[src/rtl/spi_master_gen.sv]
// rtl/spi_master_gen.sv - SPI master with configurable word width, chip selects, SPI mode and optional CRC7
//
// Purpose:
//   Shifts one DATA_W-bit word out on MOSI (MSB first) and captures one word from MISO.
//   The SCLK half-period is DIV+1 system clocks. The block steps through IDLE -> SETUP -> SHIFT -> DONE.
//   Optional feature macro: SPI_MASTER_CRC7_EN. When it is defined, CRC7 tracks a running
//   CRC-7 (x^7+x^3+1) of the MOSI bits. When it is undefined, CRC7 is tied to zero.
//
// Ports:
//   CLOCK50   - system clock; all logic runs on its rising edge
//   RESET     - asynchronous active-low reset
//   TX_STB    - transfer request, held by the requester until TX_ACK
//   TX_DATA   - word to transmit
//   TX_ACK    - one-cycle pulse in the cycle whose closing edge accepts the request
//   CS_SEL    - chip-select mask (one-hot or multi-hot), sampled on accept
//   CS_HOLD   - keep CS asserted after the transfer, sampled on accept
//   CFG_STB   - load CFG_DIV / CFG_CPOL / CFG_CPHA (IDLE only)
//   CFG_DIV   - divider value; SCLK half-period is CFG_DIV+1 cycles
//   CFG_CPOL  - SCLK idle level
//   CFG_CPHA  - clock phase
//   RES_STB   - one-cycle pulse when RES_DATA is updated
//   RES_DATA  - received word, held until the next RES_STB
//   BUSY      - high from accept until the end of DONE
//   MOSI      - serial data out
//   MISO      - serial data in
//   SCLK      - serial clock
//   CS        - active-low chip selects
//   CRC_CLR   - clears the CRC accumulator
//   CRC7      - running CRC7 of the MOSI bits
module spi_master_gen #(
  parameter int DATA_W    = 8,
  parameter int CS_CNT    = 1,
  parameter int DIV_W     = 8,
  parameter int DIV_RESET = 62
) (
  input  logic              CLOCK50,
  input  logic              RESET,
  input  logic              TX_STB,
  input  logic [DATA_W-1:0] TX_DATA,
  output logic              TX_ACK,
  input  logic [CS_CNT-1:0] CS_SEL,
  input  logic              CS_HOLD,
  input  logic              CFG_STB,
  input  logic [DIV_W-1:0]  CFG_DIV,
  input  logic              CFG_CPOL,
  input  logic              CFG_CPHA,
  output logic              RES_STB,
  output logic [DATA_W-1:0] RES_DATA,
  output logic              BUSY,
  output logic              MOSI,
  input  logic              MISO,
  output logic              SCLK,
  output logic [CS_CNT-1:0] CS,
  input  logic              CRC_CLR,
  output logic [6:0]        CRC7
);

  localparam int EDGES = 2 * DATA_W;
  localparam int EW    = $clog2(EDGES + 1);
  localparam logic [EW-1:0] LAST_EDGE = EW'(EDGES);

  typedef enum logic [1:0] {
    S_IDLE  = 2'd0,
    S_SETUP = 2'd1,
    S_SHIFT = 2'd2,
    S_DONE  = 2'd3
  } state_t;

  state_t r_state;
  state_t w_next;

  logic [DIV_W-1:0]  r_div;
  logic              r_cpol;
  logic              r_cpha;
  logic              r_hold;
  logic [DIV_W-1:0]  r_cnt;
  logic [EW-1:0]     r_edge;
  logic              r_sclk;
  // One spare bit so that both phases drive MOSI from the top bit:
  // CPHA=0 loads {data,1} (MSB visible at once), CPHA=1 loads {1,data}
  // so that the first leading edge shifts the MSB onto the line.
  logic [DATA_W:0]   r_sh;
  logic [DATA_W-1:0] r_rx;
  logic [DATA_W-1:0] r_res_data;
  logic              r_res_stb;
  logic [CS_CNT-1:0] r_cs;

  logic              w_tx_ack;
  logic              w_busy;
  logic              w_tick;
  logic              w_running;
  logic              w_edge_go;
  logic [EW-1:0]     w_edge_num;
  logic              w_sample;
  logic              w_shift_en;
  logic              w_sample_en;

  // SETUP's closing tick produces SCLK edge 1; each SHIFT half-period tick
  // produces the next edge until edge 2*DATA_W has been made. The final
  // half-period of SHIFT therefore sits at the CPOL level.
  assign w_tick      = (r_cnt == r_div);
  assign w_running   = (r_state == S_SETUP) ||
                       ((r_state == S_SHIFT) && (r_edge != LAST_EDGE));
  assign w_edge_go   = w_running && w_tick;
  assign w_edge_num  = r_edge + 1'b1;
  // CPHA=0 samples on odd edges; CPHA=1 samples on even edges.
  assign w_sample    = w_edge_num[0] ^ r_cpha;
  assign w_shift_en  = w_edge_go && !w_sample;
  assign w_sample_en = w_edge_go && w_sample;

  // State register
  always_ff @(posedge CLOCK50 or negedge RESET) begin
    if (!RESET) begin
      r_state <= S_IDLE;
    end else begin
      r_state <= w_next;
    end
  end

  // Next-state logic; a configuration load in IDLE takes precedence over a request
  always_comb begin
    w_next = r_state;
    case (r_state)
      S_IDLE:  if (TX_STB && !CFG_STB) w_next = S_SETUP;
      S_SETUP: if (w_tick) w_next = S_SHIFT;
      S_SHIFT: if (w_tick && (r_edge == LAST_EDGE)) w_next = S_DONE;
      S_DONE:  w_next = S_IDLE;
      default: w_next = S_IDLE;
    endcase
  end

  // Output decode. TX_ACK is gated by RESET so that a request held during reset is not acknowledged.
  always_comb begin
    w_tx_ack = 1'b0;
    w_busy   = 1'b1;
    case (r_state)
      S_IDLE: begin
        w_tx_ack = RESET & TX_STB & ~CFG_STB;
        w_busy   = 1'b0;
      end
      default: begin
        w_tx_ack = 1'b0;
        w_busy   = 1'b1;
      end
    endcase
  end

  // Datapath: configuration, divider, shifter, chip selects, result
  always_ff @(posedge CLOCK50 or negedge RESET) begin
    if (!RESET) begin
      r_div      <= DIV_W'(DIV_RESET);
      r_cpol     <= 1'b0;
      r_cpha     <= 1'b0;
      r_hold     <= 1'b0;
      r_cnt      <= '0;
      r_edge     <= '0;
      r_sclk     <= 1'b0;
      r_sh       <= '1;
      r_rx       <= '0;
      r_res_data <= '0;
      r_res_stb  <= 1'b0;
      r_cs       <= '1;
    end else begin
      r_res_stb <= 1'b0;
      case (r_state)
        S_IDLE: begin
          r_cnt  <= '0;
          r_edge <= '0;
          if (CFG_STB) begin
            r_div  <= CFG_DIV;
            r_cpol <= CFG_CPOL;
            r_cpha <= CFG_CPHA;
            r_sclk <= CFG_CPOL;
          end else if (TX_STB) begin
            r_sh   <= r_cpha ? {1'b1, TX_DATA} : {TX_DATA, 1'b1};
            r_cs   <= ~CS_SEL;
            r_hold <= CS_HOLD;
          end
        end
        S_SETUP, S_SHIFT: begin
          r_cnt <= w_tick ? '0 : r_cnt + 1'b1;
          if (w_edge_go) begin
            r_edge <= w_edge_num;
            r_sclk <= ~r_sclk;
          end
          if (w_shift_en) begin
            r_sh <= {r_sh[DATA_W-1:0], 1'b1};
          end
          if (w_sample_en) begin
            r_rx <= {r_rx[DATA_W-2:0], MISO};
          end
        end
        S_DONE: begin
          r_res_stb  <= 1'b1;
          r_res_data <= r_rx;
          r_sh       <= '1;
          if (!r_hold) begin
            r_cs <= '1;
          end
        end
        default: begin
          r_cnt <= '0;
        end
      endcase
    end
  end

`ifdef SPI_MASTER_CRC7_EN
  logic [6:0] r_crc;
  logic       w_crc_bit;
  logic       w_crc_fb;

  // The CRC bit is the data bit that this shift concerns. For CPHA=0 it is the bit leaving MOSI.
  // For CPHA=1 it is the bit arriving on MOSI.
  assign w_crc_bit = r_cpha ? r_sh[DATA_W-1] : r_sh[DATA_W];
  assign w_crc_fb  = r_crc[6] ^ w_crc_bit;

  always_ff @(posedge CLOCK50 or negedge RESET) begin
    if (!RESET) begin
      r_crc <= 7'd0;
    end else if (CRC_CLR) begin
      r_crc <= 7'd0;
    end else if (w_shift_en) begin
      r_crc <= {r_crc[5:0], 1'b0} ^ (w_crc_fb ? 7'h09 : 7'h00);
    end
  end

  assign CRC7 = r_crc;
`else
  logic w_unused_crc_clr;
  assign w_unused_crc_clr = CRC_CLR;
  assign CRC7 = 7'd0;
`endif

  assign TX_ACK   = w_tx_ack;
  assign BUSY     = w_busy;
  assign RES_STB  = r_res_stb;
  assign RES_DATA = r_res_data;
  assign MOSI     = r_sh[DATA_W];
  assign SCLK     = r_sclk;
  assign CS       = r_cs;

endmodule

[config.mk]
export PLATFORM = sky130hd
export DESIGN_NAME = spi_master_gen
export DESIGN_NICKNAME = d
export VERILOG_FILES = /design/src/rtl/spi_master_gen.sv
export SDC_FILE = /design/constraint.sdc
export NUM_CORES = 1
export LEC_CHECK = 0
export BUFFER_PORTS_ARGS = -buffer_cell sky130_fd_sc_hd__buf_2
export CORE_MARGIN = 2
export CORE_UTILIZATION = 28
export DETAILED_ROUTE_END_ITERATION = 8
export MAX_ROUTING_LAYER = met4
export PLACE_DENSITY = 0.47
export SLEW_MARGIN = 15
export SYNTH_ARGS = -nofsm -noshare
export SYNTH_HDL_FRONTEND = slang
export SYNTH_SLANG_ARGS = --single-unit
[constraint.sdc]
create_clock -name CLOCK50 -period 3.59 [get_ports CLOCK50]
set_input_delay 0.718 -clock CLOCK50 [delete_from_list [all_inputs] [get_ports CLOCK50]]
set_output_delay 0.718 -clock CLOCK50 [all_outputs]
set_load 0.005 [all_outputs]
; After elaboration in Yosys (flattened, before gate mapping)
; Cells that the tools add are included.
; Widths: inputs -> output; s select.
[word_totals]
in_bits = 26
ff_bits = 53
[classes]
add_sub_neg = 2
n_eq_ne = 15
muxes = 23
bitwise_logic = 6
n_reduce_logical = 21
[ops]
columns = cell, n
row1 = $mux 9, 4
row2 = $pmux 9 s3, 1
row3 = $ne 2x2->1 const B, 8
row4 = $pmux 8 s2, 1
row5 = $reduce_and 3->1, 4
row6 = $pmux 5 s2, 1
row7 = $add 8x1->8 const B, 1
row8 = $eq 8x8->1, 1
row9 = $mux 1, 8
row10 = $mux 8, 1
row11 = $pmux 2 s4, 1
row12 = $logic_and 1x1->1, 6
row13 = $mux 2, 3
row14 = $reduce_and 2->1, 3
row15 = $add 5x1->5 const B, 1
row16 = $eq 5x5->1 const B, 1
row17 = $mux 5, 1
row18 = $ne 5x5->1 const B, 1
row19 = $eq 2x2->1 const B, 2
row20 = $pmux 1 s2, 2
row21 = $reduce_and 4->1, 1
row22 = $reduce_bool 2->1, 2
row23 = $not 1->1, 3
row24 = $and 1x1->1, 2
row25 = 7 further kinds, 8

; Longest topological paths before layout
; Gate-level depths: netlist (run 1).
[depth]
ltp_word = 7
depth_mapped = 8
mapped_depth_nobuf = 7

; Least setup slack after synthesis (run 1)
; OpenSTA, ideal clock, no wires.
[synth_timing]
path_type = reg-to-reg
startpoint = register r_div[1]
endpoint = register r_rx[0]
required_time_ns = 3.465
t_arrival_ns = 1.914
path_stages_with_launch = 7
setup_slack_ns = 1.552
setup_ns = 0.125
cell_sequence = dfstp_2 xor2_1 nor4_4 nand4b_1 nor2b_1 buf_4 mux2_2
[synth_via]
elab_chain_len = 4
[synth_lines]
columns = item, line_no
row1 = from (decl), 72  ; logic [DIV_W-1:0] r_div;
row2 = from (signal assigned), 151  ; r_div <= DIV_W'(DIV_RESET);
row3 = $eq 8x8->1, 101  ; assign w_tick = (r_cnt == r_div);
row4 = $logic_and 1x1->1, 104  ; assign w_edge_go = w_running && w_tick;
row5 = $logic_and 1x1->1, 109  ; assign w_sample_en = w_edge_go && w_sample;
row6 = $reduce_and 2->1 (no source line), n/a
row7 = to (signal assigned), 190  ; r_rx <= {r_rx[DATA_W-2:0], MISO};
row8 = to (decl), 83  ; logic [DATA_W-1:0] r_rx;
; No other way between the ends.
; A chain may end at the register's enable or synchronous reset.

; Final worst setup path (run 1)
[layout_timing]
startpoint = register r_state[0]
endpoint = register r_rx[6]
[layout_via]
elab_chain_len = 6
word_cells_on_any_way = 8
cone_classes = 2 x eq/ne / 6 x reduce/logical
[layout_lines]
columns = item, line_no
row1 = from (decl), 69  ; state_t r_state;
row2 = from (signal assigned), 116  ; r_state <= w_next;
row3 = $eq 2x2->1, "103, 165"
row4 = $logic_and 1x1->1, 103  ; ((r_state == S_SHIFT) && (r_edge != LAST_EDGE));
row5 = $logic_or 1x1->1, 102  ; assign w_running = (r_state == S_SETUP) ||
row6 = $logic_and 1x1->1, 104
row7 = $logic_and 1x1->1, 109
row8 = $reduce_and 2->1 (no source line) *, n/a
; Every way passes the cells marked *; elsewhere a longest branch is shown, timed or not.

==> summary.txt, run 1 <==
Status
  • Outcome: complete, no violations

Power and ir drop
  • Cell Pwr Density: 854 nW/um^2
  • Internal cell power: 1.68 mW
  • Leak pwr: 1.43 nW
  • Reg power frac: 38.8%
  • Clock share of power: 13.2%
  • NetSw: 1.01 mW
  • Combinational share of power: 48.0%
  • Worst vdd ir: 0.000337 V
  • Switching share of power: 37.6%

Logic synthesis
  • Syn. warnings: 0
  • Distinct cell type count after synthesis: 45
  • Post-synthesis cell count: 229
  • Synth Flop Type: dfrtp_1
  • Synth top area cells: dfrtp_1 (34%), dfstp_2 (14%), mux2_2 (11%)
  • Post-synth ARST share: 100%
  • Post-synth EDFFs: 0
  • Post-synthesis sequential element count: 53
  • Top-count cell post-synth: dfrtp_1
  • Share of the synthesized area in the top cell type: 34.3%
  • Post-synth top cells: dfrtp_1 (38), mux2_2 (26), dfstp_2 (15)
  • Avg Cell Area, Syn: 12.1 um^2
  • Area leader, netlist: dfrtp_1
  • Sequential share of the synthesized area: 48.6%
  • Mapped Area: 2770 um^2

Timing
  • Final setup fails: 0
  • WHS: 0.507 ns
  • Hold Vio Cnt, Final: 0
  • Slew Limit Headroom: 44.5%
  • Worst-Margin Slew: 0.833 ns
  • RSZ-0062 raised after global routing: no
  • Clk_skew: 0.00838 ns
  • Fmax: 370 MHz
  • Final period utilization: 75.2%
  • Min Tclk post-route: 2.70 ns
  • Setup TNS: 0 ns
  • Slew Viols, Final: 0

GRT
  • All-layer global routing usage: 11.5%
  • First-pass GRT wire length: 9.08 mm
  • Initial antenna violation count: 0
  • GRT Residual Overflow: 0
  • Vias in the first global route: 1754
  • Pin count of the biggest net entering global routing: 54

Drt
  • DR WL/cell: 13.7 um
  • Drt total wl: 5.48 mm
  • Antenna Violating Nets Remaining: 0
  • DR vias: 1810
  • Residual DRC: 0
  • Vias/cell: 4.54
  • Initial DRT Pass Iterations: 4
  • Starting DRT DRC Count: 51

Clock network
  • Clock transition at path regs: 0.10 ns
  • CTS tree: built
  • CTS max path bufs: 2
  • Clk_lat worst skew: 0.31 ns
  • Post-CTS Hold Buffers: 0
  • Num Clock Sinks: 53
  • H-tree Lvls: 2
  • CTS buffer count: 5
  • # resized after CTS: 0
  • Post-CTS setup buffer count: 0
  • CTS root buffer: clkbuf_8

Worst setup path
  • Kind of cell adding the most delay to the critical path: simple AND/OR/NAND/NOR gates
  • Max incr delay on CP: 0.67 ns
  • CP cell instances: inv_1 -> ha_1 -> nand4b_1 -> nor2b_1 -> mux2_2
  • Crit Path Max Fanout: 13
  • Crit path kind: reg2reg
  • Nature of the critical path endpoint: flop
  • Crit start category: flop
  • Critical Path RT: 3.79 ns
  • CP arrival: 2.90 ns
  • Slowest stage cell, crit path: nor2b_1
  • Crit path buffers/inverters: 1

Cells and area
  • Final-layout fill cell count: 996
  • FF/Latch Area: 1350 um^2
  • Multi-input gate area: 1310 um^2
  • Share of cells above drive strength 1: 38.7%
  • Synthesis-to-layout area growth: 14.0%
  • Antenna Cells: 0
  • Layout net count: 299

Floorplan
  • Core box area: 9680 um^2
  • Die Area: 10700 um^2
  • Starting Density: 28.6%
  • IO Pins: 47
  • Die width: 103 um
  • Height of the die: 103 um
  • Rows: 36

Hold path
  • Hold Crit Class: reg2reg

Flow run
  • MaxCap Viol Count: 0

Placed design
  • GP Congestion: 0.744
  • Dpl hpwl: 3.84 mm
  • I/O Buffers: 38
[power groups by stage]
stage / clock network [mW] / registers [mW] / logic (mW)
after floorplan: 0 / 1.02 / 1.05
after global placement: 0 / 1.06 / 1.29
after detailed placement: 0 / 1.06 / 1.30
after CTS: 0.378 / 1.05 / 1.31
after global routing: 0.395 / 1.09 / 1.44
final: 0.355 / 1.05 / 1.29
[final timing paths]
path,startpoint,to,slack [ns],depth (start not counted)
min in group asynchronous,RESET,r_cnt[1],0.60,2
max reg2reg,r_state[0],r_rx[6],0.89,5
max,r_state[0],r_rx[6],0.89,5
min,r_edge[4],r_edge[4],0.51,1
max in group asynchronous,RESET,r_edge[4],2.52,2
min reg2reg,r_edge[4],r_edge[4],0.51,1
[cells by family (layout without fill, tap and decap cells)]
logic type | count (synthesis) | after routing | synth area share, %
other cells | 1 | 7 | 0.135
flops | 53 | 53 | 48.6
simple gates | 41 | 41 | 9.67
buf+inv | 26 | 57 | 4.88
mux | 44 | 44 | 18.7
xor+xnor | 13 | 13 | 4.11
compound gates | 43 | 43 | 10.3
fa+ha+maj | 8 | 8 | 3.61
[cells in the final DEF, fill, tap and decap left out, types with 2 or more instances in the layout]
cell | synthesis | final
mux2i_1 | 9 | 9
mux2_2 | 26 | 26
nand3_1 | 6 | 6
buf_2 | 0 | 38
conb_1 | 1 | 7
nor4_4 | 2 | 2
inv_1 | 9 | 9
ha_1 | 8 | 8
o211ai_1 | 3 | 3
clkbuf_8 | 0 | 5
nand2_1 | 8 | 8
buf_4 | 8 | 2
xnor2_1 | 4 | 4
dfrtp_1 | 38 | 38
mux2_4 | 9 | 9
a21o_1 | 3 | 3
nor2_1 | 10 | 10
o21ai_0 | 4 | 4
dfstp_2 | 15 | 15
xor2_1 | 9 | 9
o41ai_1 | 3 | 3
a211oi_1 | 9 | 9
clkinvlp_4 | 0 | 2
a21oi_1 | 13 | 13
a31oi_1 | 2 | 2
nor2b_1 | 2 | 2
[layout make-up]
class	instances	share of cell area [%]
multi-input cells	156	41.6
flip-flops and latches	53	42.6
clock buffers	5	2.18
clock inverters	3	0.832
well taps	133	5.27
inverters	9	1.07
repair buffers	40	6.50
[state kept, by name (all words and copies together) (netlist names)]
| register | count |
|---|---|
| r_sh | 9 |
| RES_DATA | 8 |
| r_cnt | 8 |
| r_div | 8 |
| r_rx | 8 |
| r_edge | 5 |
| r_state | 2 |
| CS | 1 |
| RES_STB | 1 |
| SCLK | 1 |
| r_cpha | 1 |
| r_hold | 1 |
[stage by stage]
step                      utilization (%)  instances  power [mW]  setup WS, ns  cell area (um^2)
after global placement               31.6        391        2.35         0.891              3060
after CTS                            32.6        399        2.74         0.864              3160
after detailed placement             31.6        391        2.37         0.860              3060
final                                32.6        399        2.70         0.890              3160
after global routing                 32.6        399        2.92         0.652              3160
after floorplan                         -        235        2.07          1.55              2790
[routing by layer]
| layer | global-route usage [%] | vias to the layer above | wire length, um |
|---|---|---|---|
| li1 | - | 874 | - |
| met3 | 2.69 | 2 | 248 |
| met4 | 3.64 | 0 | 53 |
| met1 | 16.1 | 895 | 2680 |
| met5 | - | - | 0 |
| met2 | 16.4 | 39 | 2490 |
[worst reg2reg max path, delay by kind of cell (launching register included)]
kind | cells | cell delay [ns]
flops | 1 | 0.43
buf+inv | 1 | 0.09
mux | 1 | 0.41
fa+ha+maj | 1 | 0.62
simple gates | 2 | 1.07
No activity file was read; power rests on OpenSTA's default activity.
==> run 2, diff against run 1 <==
Clock period 3.59 ns to 2.65 ns, I/O delays scaled along.
==> run 2 against run 1 <==
Compared with the run above: setup slack lost 0.50 ns; routed wire length is the same; largest power group unchanged; clock skew shrank 0.0034 ns; register-to-register slack lost 0.39 ns; critical endpoint is now TX_ACK; highest routed layer unchanged; critical path type is now reg2out.
==> summary.txt, run 2 (synthesized netlist as in run 1, its figures left out) <==
Status
  • Outcome: complete, no violations

Flow run
  • MaxCap Viol Count: 0 (unchanged)

Floorplan
  • Core box area: 9680 um^2 (unchanged)
  • Starting Density: 28.6% (unchanged)
  • Die width: 103 um (unchanged)
  • IO Pins: 47 (unchanged)
  • Height of the die: 103 um (unchanged)
  • Die Area: 10700 um^2 (unchanged)
  • Rows: 36 (unchanged)

Placed design
  • Dpl hpwl: 3.80 mm (-1.1%)
  • I/O Buffers: 38 (unchanged)
  • Dpl ws: 0.501 ns (-0.359 ns)
  • Cell area after placement: 3090 um^2 (+0.98%)
  • GP Congestion: 0.702 (-5.6%)

Worst setup path
  • Crit path kind: reg2out
  • Nature of the critical path endpoint: primary output
  • Worst Setup SP: r_state[0]
  • RR Startpoint: r_cnt[6]
  • Crit Path Max Fanout: 21 (+8)
  • CP arrival: 1.73 ns (-1.17 ns)
  • Crit start category: flop
  • Critical Path RT: 2.12 ns (-1.67 ns)
  • Reg2Reg Depth: 6 (+1)

Timing
  • Setup TNS: 0 ns (unchanged)
  • Final period utilization: 85.3%
  • RSZ-0062 raised after global routing: no
  • Fmax: 442 MHz
  • Clk_skew: 0.00497 ns (-0.00341 ns)
  • Fin worst setup slack: 0.390 ns (-0.500 ns)
  • WHS: 0.405 ns (-0.102 ns)
  • Slew Limit Headroom: 40.3% (-4.1 points)
  • Worst-Margin Slew: 0.895 ns (+0.0622 ns)
  • Final setup fails: 0 (unchanged)
  • Slew Viols, Final: 0 (unchanged)
  • Hold Vio Cnt, Final: 0 (unchanged)
  • Min Tclk post-route: 2.26 ns

Clock network
  • Post-CTS Hold Buffers: 0 (unchanged)
  • H-tree Lvls: 2 (unchanged)
  • Clock transition at path regs: 0.10 ns (about the same)
  • Clk_lat worst skew: 0.31 ns (about the same)
  • CTS root buffer: clkbuf_8
  • Post-CTS setup buffer count: 0 (unchanged)
  • CTS tree: built
  • CTS max path bufs: 2 (unchanged)
  • CTS buffer count: 5 (unchanged)
  • Num Clock Sinks: 53 (unchanged)
  • # resized after CTS: 0 (unchanged)

Cells and area
  • Layout net count: 303 (+1.3%)
  • Fin area: 3190 um^2 (+0.95%)
  • Largest reg by FF count: r_sh
  • Commonest non-fill, non-tap cells in the layout: dfrtp_1 (38), buf_2 (38), mux2_2 (26), dfstp_2 (15), a21oi_1 (13)
  • Antenna Cells: 0 (unchanged)
  • Max reg flops: 9 (unchanged)
  • Synthesis-to-layout area growth: 15.1%
  • Final-layout fill cell count: 1020 (+2.4%)
  • Share of cells above drive strength 1: 39.6% (+0.91 points)

Power and ir drop
  • Worst vdd ir: 0.000387 V (+15%)
  • Cell Pwr Density: 1160 nW/um^2 (+36%)
  • Leak pwr: 1.45 nW (+1.3%)

Drt
  • Starting DRT DRC Count: 45 (-12%)
  • DR vias: 1819 (+0.50%)
  • Drt total wl: 5.48 mm (unchanged)
  • Residual DRC: 0 (unchanged)
  • Vias/cell: 4.51 (-0.50%)
  • Antenna Violating Nets Remaining: 0 (unchanged)
  • Initial DRT Pass Iterations: 4 (unchanged)
  • DR WL/cell: 13.6 um (-0.99%)

GRT
  • All-layer global routing usage: 11.5% (+0.053 points)
  • Pin count of the biggest net entering global routing: 54 (unchanged)
  • First-pass GRT wire length: 9.14 mm (+0.68%)
  • Vias in the first global route: 1751 (-0.17%)
  • GRT Residual Overflow: 0 (unchanged)
  • Initial antenna violation count: 0 (unchanged)

Hold path
  • Hold Crit Class: in2async
==> run 2: cell types whose count changed in the layout (fill, tap and decap cells not counted), sizes merged <==
cell  before  now
buf       40   44
==> run 2: worst paths after layout <==
check | to | slack, ns
max in group asynchronous | r_edge[1] | 1.79
worst min-delay path | r_cnt[6] | 0.41
worst min register to register | r_edge[4] | 0.51
min in group CLOCK50 | r_div[5] | 0.45
worst max-delay path | TX_ACK | 0.39
worst max register to register | r_sh[1] | 0.50
==> run 2: layout make-up <==
class | count | area (um^2) | area share (%)
sequential | 53 | 1350 | 42.2
multi-input combinational | 156 | 1310 | 41.2
timing repair buffer | 44 | 235 | 7.38
tap | 133 | 166 | 5.22
clock buffer | 5 | 68.8 | 2.16
inverter | 9 | 33.8 | 1.06
clock inverter | 3 | 26.3 | 0.824
==> run 2: per-stage QoR <==
stage	util [%]	instances	power (mW)
floorplan	-	235	2.80
global placement	31.9	395	3.22
detailed placement	31.9	395	3.24
CTS	32.9	403	3.75
global route	32.9	403	4.00
finish	32.9	403	3.70
==> run 2: critical path, stage by stage, from the launching register on <==
cell	delay [ns]
dfrtp_1	0.44
inv_1	0.10
ha_1	0.29
buf_4	0.29
and3_1	0.19
buf_2	0.11
==> run 2: metal layers <==
| metal | wire (um) | global-route usage [%] |
|---|---|---|
| met1 | 2800 | 16.4 |
| met2 | 2430 | 16.3 |
| met3 | 182 | 2.02 |
| met4 | 57 | 4.25 |
| met5 | 0 | - |
==> run 2: power breakdown <==
part | total (mW) | internal (mW) | switching, mW
Sequential | 1.42 | 1.20 | 0.224
Clock | 0.483 | 0.193 | 0.290
Combinational | 1.79 | 0.927 | 0.864
Total | 3.70 | 2.32 | 1.38
